$ cat src/rtl/systolic_pkg.sv
`default_nettype none
// ============================================================================
//  Module      : systolic_pkg
//  Description : Shared state encoding and sizing helpers for the systolic
//                array MAC sequencer.
//  Revision    : 1.0 - initial release
// ============================================================================
package systolic_pkg;

    typedef enum logic [2:0] {
        ST_IDLE  = 3'd0,
        ST_CLEAR = 3'd1,
        ST_FEED  = 3'd2,
        ST_FLUSH = 3'd3,
        ST_DRAIN = 3'd4,
        ST_DONE  = 3'd5
    } state_t;

    // Bits needed to index n items, never less than one so N=1 still has a port.
    function automatic int clog2_min1(input int n);
        int w;
        w = 1;
        while ((1 << w) < n) begin
            w = w + 1;
        end
        return w;
    endfunction

    // Number of feed steps: t runs 0..K+N-2.
    function automatic int feed_len(input int k, input int n);
        return k + n - 1;
    endfunction

    // Cycles needed for the last wavefront to cross the array after feeding stops.
    function automatic int flush_len(input int n);
        return n - 1;
    endfunction

endpackage
`default_nettype wire

$ cat src/rtl/systolic_skew_gen.sv
`default_nettype none
// ============================================================================
//  Module      : systolic_skew_gen
//  Description : Combinational skew generator. For feed step t, lane i is
//                valid while i <= t < K+i and reads operand address t-i;
//                invalid lanes present address 0.
//  Revision    : 1.0 - initial release
// ============================================================================
module systolic_skew_gen
    import systolic_pkg::*;
#(
    parameter int array_size = 4,
    parameter int k_width    = 8,
    parameter int t_width    = 11
) (
    input  logic [t_width-1:0]            t,
    input  logic [k_width-1:0]            k,
    input  logic                          en,
    output logic [array_size-1:0]         vld,
    output logic [array_size*k_width-1:0] addr
);

    for (genvar i = 0; i < array_size; i++) begin : g_lane
        logic [t_width-1:0] w_lo;
        logic [t_width-1:0] w_hi;
        logic               w_on;

        // Lane i lags lane 0 by i steps and stays live for exactly K steps.
        assign w_lo = t_width'(i);
        assign w_hi = t_width'(k) + w_lo;
        assign w_on = en && (t >= w_lo) && (t < w_hi);

        assign vld[i]                     = w_on;
        assign addr[i*k_width +: k_width] = w_on ? k_width'(t - w_lo) : '0;
    end

endmodule
`default_nettype wire

$ cat src/rtl/systolic_mac_ctrl.sv
`default_nettype none
// ============================================================================
//  Module      : systolic_mac_ctrl
//  Description : Job sequencer for an NxN systolic MAC array: clears the PEs,
//                feeds skewed A/B operand addresses, waits for the wavefront
//                to flush, then drains C one row per handshake.
//  Revision    : 1.0 - initial release
// ============================================================================
module systolic_mac_ctrl
    import systolic_pkg::*;
#(
    parameter int data_size  = 8,
    parameter int array_size = 4,
    parameter int k_width    = 8
) (
    input  logic                                     clk,
    input  logic                                     reset,
    input  logic                                     start,
    input  logic [k_width-1:0]                       k_len,
    output logic                                     busy,
    output logic                                     done,
    output logic                                     pe_clear,
    output logic [array_size-1:0]                    a_vld,
    output logic [array_size-1:0]                    b_vld,
    output logic [array_size*k_width-1:0]            a_addr,
    output logic [array_size*k_width-1:0]            b_addr,
    output logic [clog2_min1(array_size)-1:0]        c_row_sel,
    output logic                                     c_vld,
    input  logic                                     c_ready
);

    localparam int c_row_w   = clog2_min1(array_size);
    localparam int c_t_w     = k_width + c_row_w + 1;
    localparam int c_flush_w = c_row_w;

    // Operand width only sizes the PE accumulators outside this block; the
    // sequencer itself is width-agnostic, so this gate is always empty.
    if (data_size < 1 || array_size < 1) begin : g_param_guard
    end

    state_t                 r_state;
    logic [k_width-1:0]     r_k;
    logic [c_t_w-1:0]       r_t;
    logic [c_flush_w-1:0]   r_flush;
    logic [c_row_w-1:0]     r_row;
    logic                   r_busy;
    logic                   r_done;
    logic                   r_clear;
    logic                   r_cvld;

    logic [c_t_w-1:0]       w_feed_last;
    logic [c_flush_w-1:0]   w_flush_last;
    logic [c_row_w-1:0]     w_row_last;
    logic                   w_feed_en;

    assign w_feed_last  = c_t_w'(feed_len(int'(r_k), array_size) - 1);
    assign w_flush_last = c_flush_w'(flush_len(array_size) - 1);
    assign w_row_last   = c_row_w'(array_size - 1);
    assign w_feed_en    = (r_state == ST_FEED);

    // Job FSM with its counters and registered status outputs.
    always_ff @(posedge clk or negedge reset) begin
        if (!reset) begin
            r_state <= ST_IDLE;
            r_k     <= '0;
            r_t     <= '0;
            r_flush <= '0;
            r_row   <= '0;
            r_busy  <= 1'b0;
            r_done  <= 1'b0;
            r_clear <= 1'b0;
            r_cvld  <= 1'b0;
        end else begin
            case (r_state)
                ST_IDLE: begin
                    if (start) begin
                        r_k     <= k_len;
                        r_state <= ST_CLEAR;
                        r_busy  <= 1'b1;
                        r_clear <= 1'b1;
                    end
                end
                ST_CLEAR: begin
                    r_clear <= 1'b0;
                    r_t     <= '0;
                    if (r_k == '0) begin
                        // Empty inner dimension: the cleared PEs already hold C.
                        r_state <= ST_DRAIN;
                        r_cvld  <= 1'b1;
                        r_row   <= '0;
                    end else begin
                        r_state <= ST_FEED;
                    end
                end
                ST_FEED: begin
                    if (r_t == w_feed_last) begin
                        r_t <= '0;
                        if (array_size == 1) begin
                            r_state <= ST_DRAIN;
                            r_cvld  <= 1'b1;
                            r_row   <= '0;
                        end else begin
                            r_state <= ST_FLUSH;
                            r_flush <= '0;
                        end
                    end else begin
                        r_t <= r_t + 1'b1;
                    end
                end
                ST_FLUSH: begin
                    if (r_flush == w_flush_last) begin
                        r_state <= ST_DRAIN;
                        r_cvld  <= 1'b1;
                        r_row   <= '0;
                    end else begin
                        r_flush <= r_flush + 1'b1;
                    end
                end
                ST_DRAIN: begin
                    if (r_cvld && c_ready) begin
                        if (r_row == w_row_last) begin
                            r_state <= ST_DONE;
                            r_cvld  <= 1'b0;
                            r_done  <= 1'b1;
                            r_row   <= '0;
                        end else begin
                            r_row <= r_row + 1'b1;
                        end
                    end
                end
                ST_DONE: begin
                    r_done  <= 1'b0;
                    r_busy  <= 1'b0;
                    r_state <= ST_IDLE;
                end
                default: begin
                    r_state <= ST_IDLE;
                    r_busy  <= 1'b0;
                    r_done  <= 1'b0;
                    r_clear <= 1'b0;
                    r_cvld  <= 1'b0;
                end
            endcase
        end
    end

    systolic_skew_gen #(
        .array_size (array_size),
        .k_width    (k_width),
        .t_width    (c_t_w)
    ) u_skew_a (
        .t    (r_t),
        .k    (r_k),
        .en   (w_feed_en),
        .vld  (a_vld),
        .addr (a_addr)
    );

    systolic_skew_gen #(
        .array_size (array_size),
        .k_width    (k_width),
        .t_width    (c_t_w)
    ) u_skew_b (
        .t    (r_t),
        .k    (r_k),
        .en   (w_feed_en),
        .vld  (b_vld),
        .addr (b_addr)
    );

    assign busy      = r_busy;
    assign done      = r_done;
    assign pe_clear  = r_clear;
    assign c_vld     = r_cvld;
    assign c_row_sel = r_row;

endmodule
`default_nettype wire

$ cat config.mk
export PLATFORM = sky130hd
export DESIGN_NAME = systolic_mac_ctrl
export DESIGN_NICKNAME = d
export VERILOG_FILES = /design/src/rtl/systolic_pkg.sv /design/src/rtl/systolic_skew_gen.sv /design/src/rtl/systolic_mac_ctrl.sv
export SDC_FILE = /design/constraint.sdc
export NUM_CORES = 1
export LEC_CHECK = 0
export ABC_AREA = 1
export CORE_ASPECT_RATIO = 1.25
export CORE_UTILIZATION = 55
export CTS_CLUSTER_DIAMETER = 50
export CTS_CLUSTER_SIZE = 8
export DETAILED_ROUTE_END_ITERATION = 16
export GPL_TIMING_DRIVEN = 0
export MAX_ROUTING_LAYER = met4
export PLACE_DENSITY = 0.93
export SKIP_LAST_GASP = 1
export SLEW_MARGIN = 15
export SYNTH_ARGS = -nofsm -noshare
export SYNTH_HDL_FRONTEND = slang
export SYNTH_HIERARCHICAL = 1
export SYNTH_SLANG_ARGS = --single-unit
$ cat constraint.sdc
create_clock -name clk -period 7.6 [get_ports clk]
set_input_delay 1.14 -clock clk [delete_from_list [all_inputs] [get_ports clk]]
set_output_delay 1.14 -clock clk [all_outputs]
set_load 0.05 [all_outputs]
==> results.cfg <==
[floorplanning]
io_pins = 90
start_util = 0.568
die_h_um = 119
coreArea_um2 = 10600
rows = 42
fp.dieArea_um2 = 11400
die_x_um = 95.6

[detailed_routing]
via_per_inst = 5.46
first_pass_iters = 6
wl_mm = 15.8
drt_iter0_drc = 285
drtAntennaViolNets = 0
wire_per_inst_um = 13.6
vias = 6317
drc = 0

[timing]
layout_min_cycle_time_ns = 5.03
slew_viol_final = 0
holdWs_ns = 0.478
slew_headroom = 0.184
rsz0062_at_grt = no
skew_ns = 0.00755
tightestPinTransition_ns = 1.22
fmax_mhz = 199
setup_viol = 0
tns_ns = 0
finalCritPeriodShare = 0.662
finalHoldViolCount = 0

[yosys]
syn_nets = 1031
ys_seq_elements = 30
syn_area_per_cell_um2 = 6.48
ys_async_sr_fraction = 1.00
yosysWarnings = 6
seq_area_frac_synth = 0.125
synth_cell_types = 41
yosys_most_used_dff = dfrtp_1
syn_inst = 930
synth_edf_count = 0
netlist_area_um2 = 6030

[status]
status = finished clean

[global_routing]
grt_pass1_wl_mm = 26.2
antenna_found_initial = 0
grt_max_degree = 31
grt_use_total = 0.293
met3_usage = 0.0198
grt_overflow = 0
top_usage_layer = met2
grt_pass1_vias = 5931
grt_util_met1 = 0.326
use_met2 = 0.527

[flow_run]
drv_cap = 0

[placement]
gp_congestion = 0.940
postPlaceCellArea_um2 = 7080
post-dp-hpwl_mm = 11.9
port_buffers = 89

[cells_and_area]
area_growth_pct = 19.7
layout_commonest_cell = nand2_1
fillers = 899
utilization = 0.680
num_antenna_cells = 0
layout_common_cells = nand2_1 (242), inv_1 (120), nor2_1 (103)
layout-drive-gt1-share = 0.107
final_cell_area_um2 = 7210
final_nets = 1127

[setup_path]
required_ns = 6.46
rrSetupSlack_ns = 4.69
arrival_ns = 3.89
cp-end-kind = output pin
start_kind = register
critPathMaxFanout = 19
path_class = reg2out

[cts]
clk_latency_ns = 0.28
clk_pin_slew_ns = 0.05
clock_sink_count = 30
clk_path_buf_depth = 2
cts_root_buf = clkbuf_16
htreeDepth = 2
cts_resized = 0
cts_buffers = 5
tritoncts = yes
holdBufCountCts = 0
post_cts_buffers = 0

[power]
power_density_nw_per_um2 = 489
ir_drop_uv = 292
leakage_nw = 3.87

[worst_hold_path]
hold_class = reg2reg
[area by class of cell]
type | count | area (µm²) | share of cell area
clock buffers | 5 | 125 | 0.0173
well taps | 132 | 165 | 0.0229
clock inverters | 2 | 10.0 | 0.00139
repair buffers | 89 | 886 | 0.123
plain buffers | 20 | 156 | 0.0217
multi-input cells | 753 | 4640 | 0.643
inverters | 127 | 479 | 0.0664
flip-flops and latches | 30 | 752 | 0.104
[cells by family (layout without fill, tap and decap cells)]
kind of cell | Yosys count | after routing | share of synthesized area
XOR/XNOR | 57 | 57 | 0.0828
AND/OR/NAND/NOR | 530 | 530 | 0.419
AO/OA/AOI/OAI | 76 | 76 | 0.0816
flip-flops | 30 | 30 | 0.125
buffers and inverters | 147 | 243 | 0.105
adder cells (fa/ha/maj) | 89 | 89 | 0.185
multiplexers | 1 | 1 | 0.00166
[cells in the mapped netlist (4+ instances only)]
cell / n / area (µm²)
a21oi_1: 39 / 195
a21oi_2: 6 / 52.6
buf_4: 10 / 75.1
dfrtp_1: 30 / 751
ha_1: 89 / 1110
inv_1: 120 / 450
inv_2: 6 / 22.5
nand2_1: 242 / 908
nand2_2: 10 / 62.6
nand2_4: 5 / 56.3
nand3_1: 60 / 300
nand3_2: 10 / 100
nand4_1: 6 / 37.5
nor2_1: 103 / 387
nor2_2: 7 / 43.8
nor2_4: 8 / 90.1
nor3_1: 53 / 265
nor3_2: 12 / 120
nor4_1: 4 / 25.0
o21ai_0: 19 / 95.1
o22ai_2: 5 / 62.6
xnor2_1: 10 / 87.6
xor2_1: 47 / 412
[metrics by stage]
stage | total power [W] | worst slack [ns] | instances
6_report | 0.00353 | 2.57 | 1158
3_3_place_gp | 0.00322 | 2.93 | 1151
4_1_cts | 0.00351 | 2.62 | 1158
5_1_grt | 0.00385 | 2.33 | 1158
3_5_place_dp | 0.00331 | 2.91 | 1151
2_1_floorplan | 0.00260 | 3.23 | 930
[critical path: stages, from the launching register on]
cell	delay [ns]
dfrtp_1	0.76
inv_1	0.21
ha_1	0.30
nor4_1	0.43
xor2_1	0.18
ha_1	0.26
nand2_1	0.09
inv_1	0.04
nand2_1	0.05
nand2_1	0.04
nand2_1	0.09
nand3_4	0.13
nor2_1	0.13
buf_4	0.11
clkdlybuf4s50_1	0.78
[layer usage]
layer	vias to the layer above	part of all wire
met5	-	0
met4	0	0.032
met3	46	0.054
met2	249	0.51
met1	2845	0.41
li1	3177	-
[final timing paths]
path | start | to | depth (start not counted)
worst max-delay path | r_k[0] | b_vld[3] | 14
worst min-delay path | r_flush[1] | r_flush[1] | 2
worst max register to register | r_k[0] | r_t[6] | 15
worst min register to register | r_flush[1] | r_flush[1] | 2
max in group asynchronous | reset | r_t[3] | 1
min in group asynchronous | reset | c_vld | 1
[registers in the layout (all words and copies together) (netlist names)]
signal     cells
c_vld          1
c_row_sel      2
r_flush        2
pe_clear       1
done           1
busy           1
r_k            8
r_t           11
r_state        3
[power by group]
group	switching, W	internal, W	total, W	leakage [nW]
clock	0.0000657	0.000118	0.000183	0.0694
sequential	0.000166	0.000210	0.000376	0.375
combinational	0.00194	0.00103	0.00297	3.42
No activity file was read; power rests on OpenSTA's default activity.
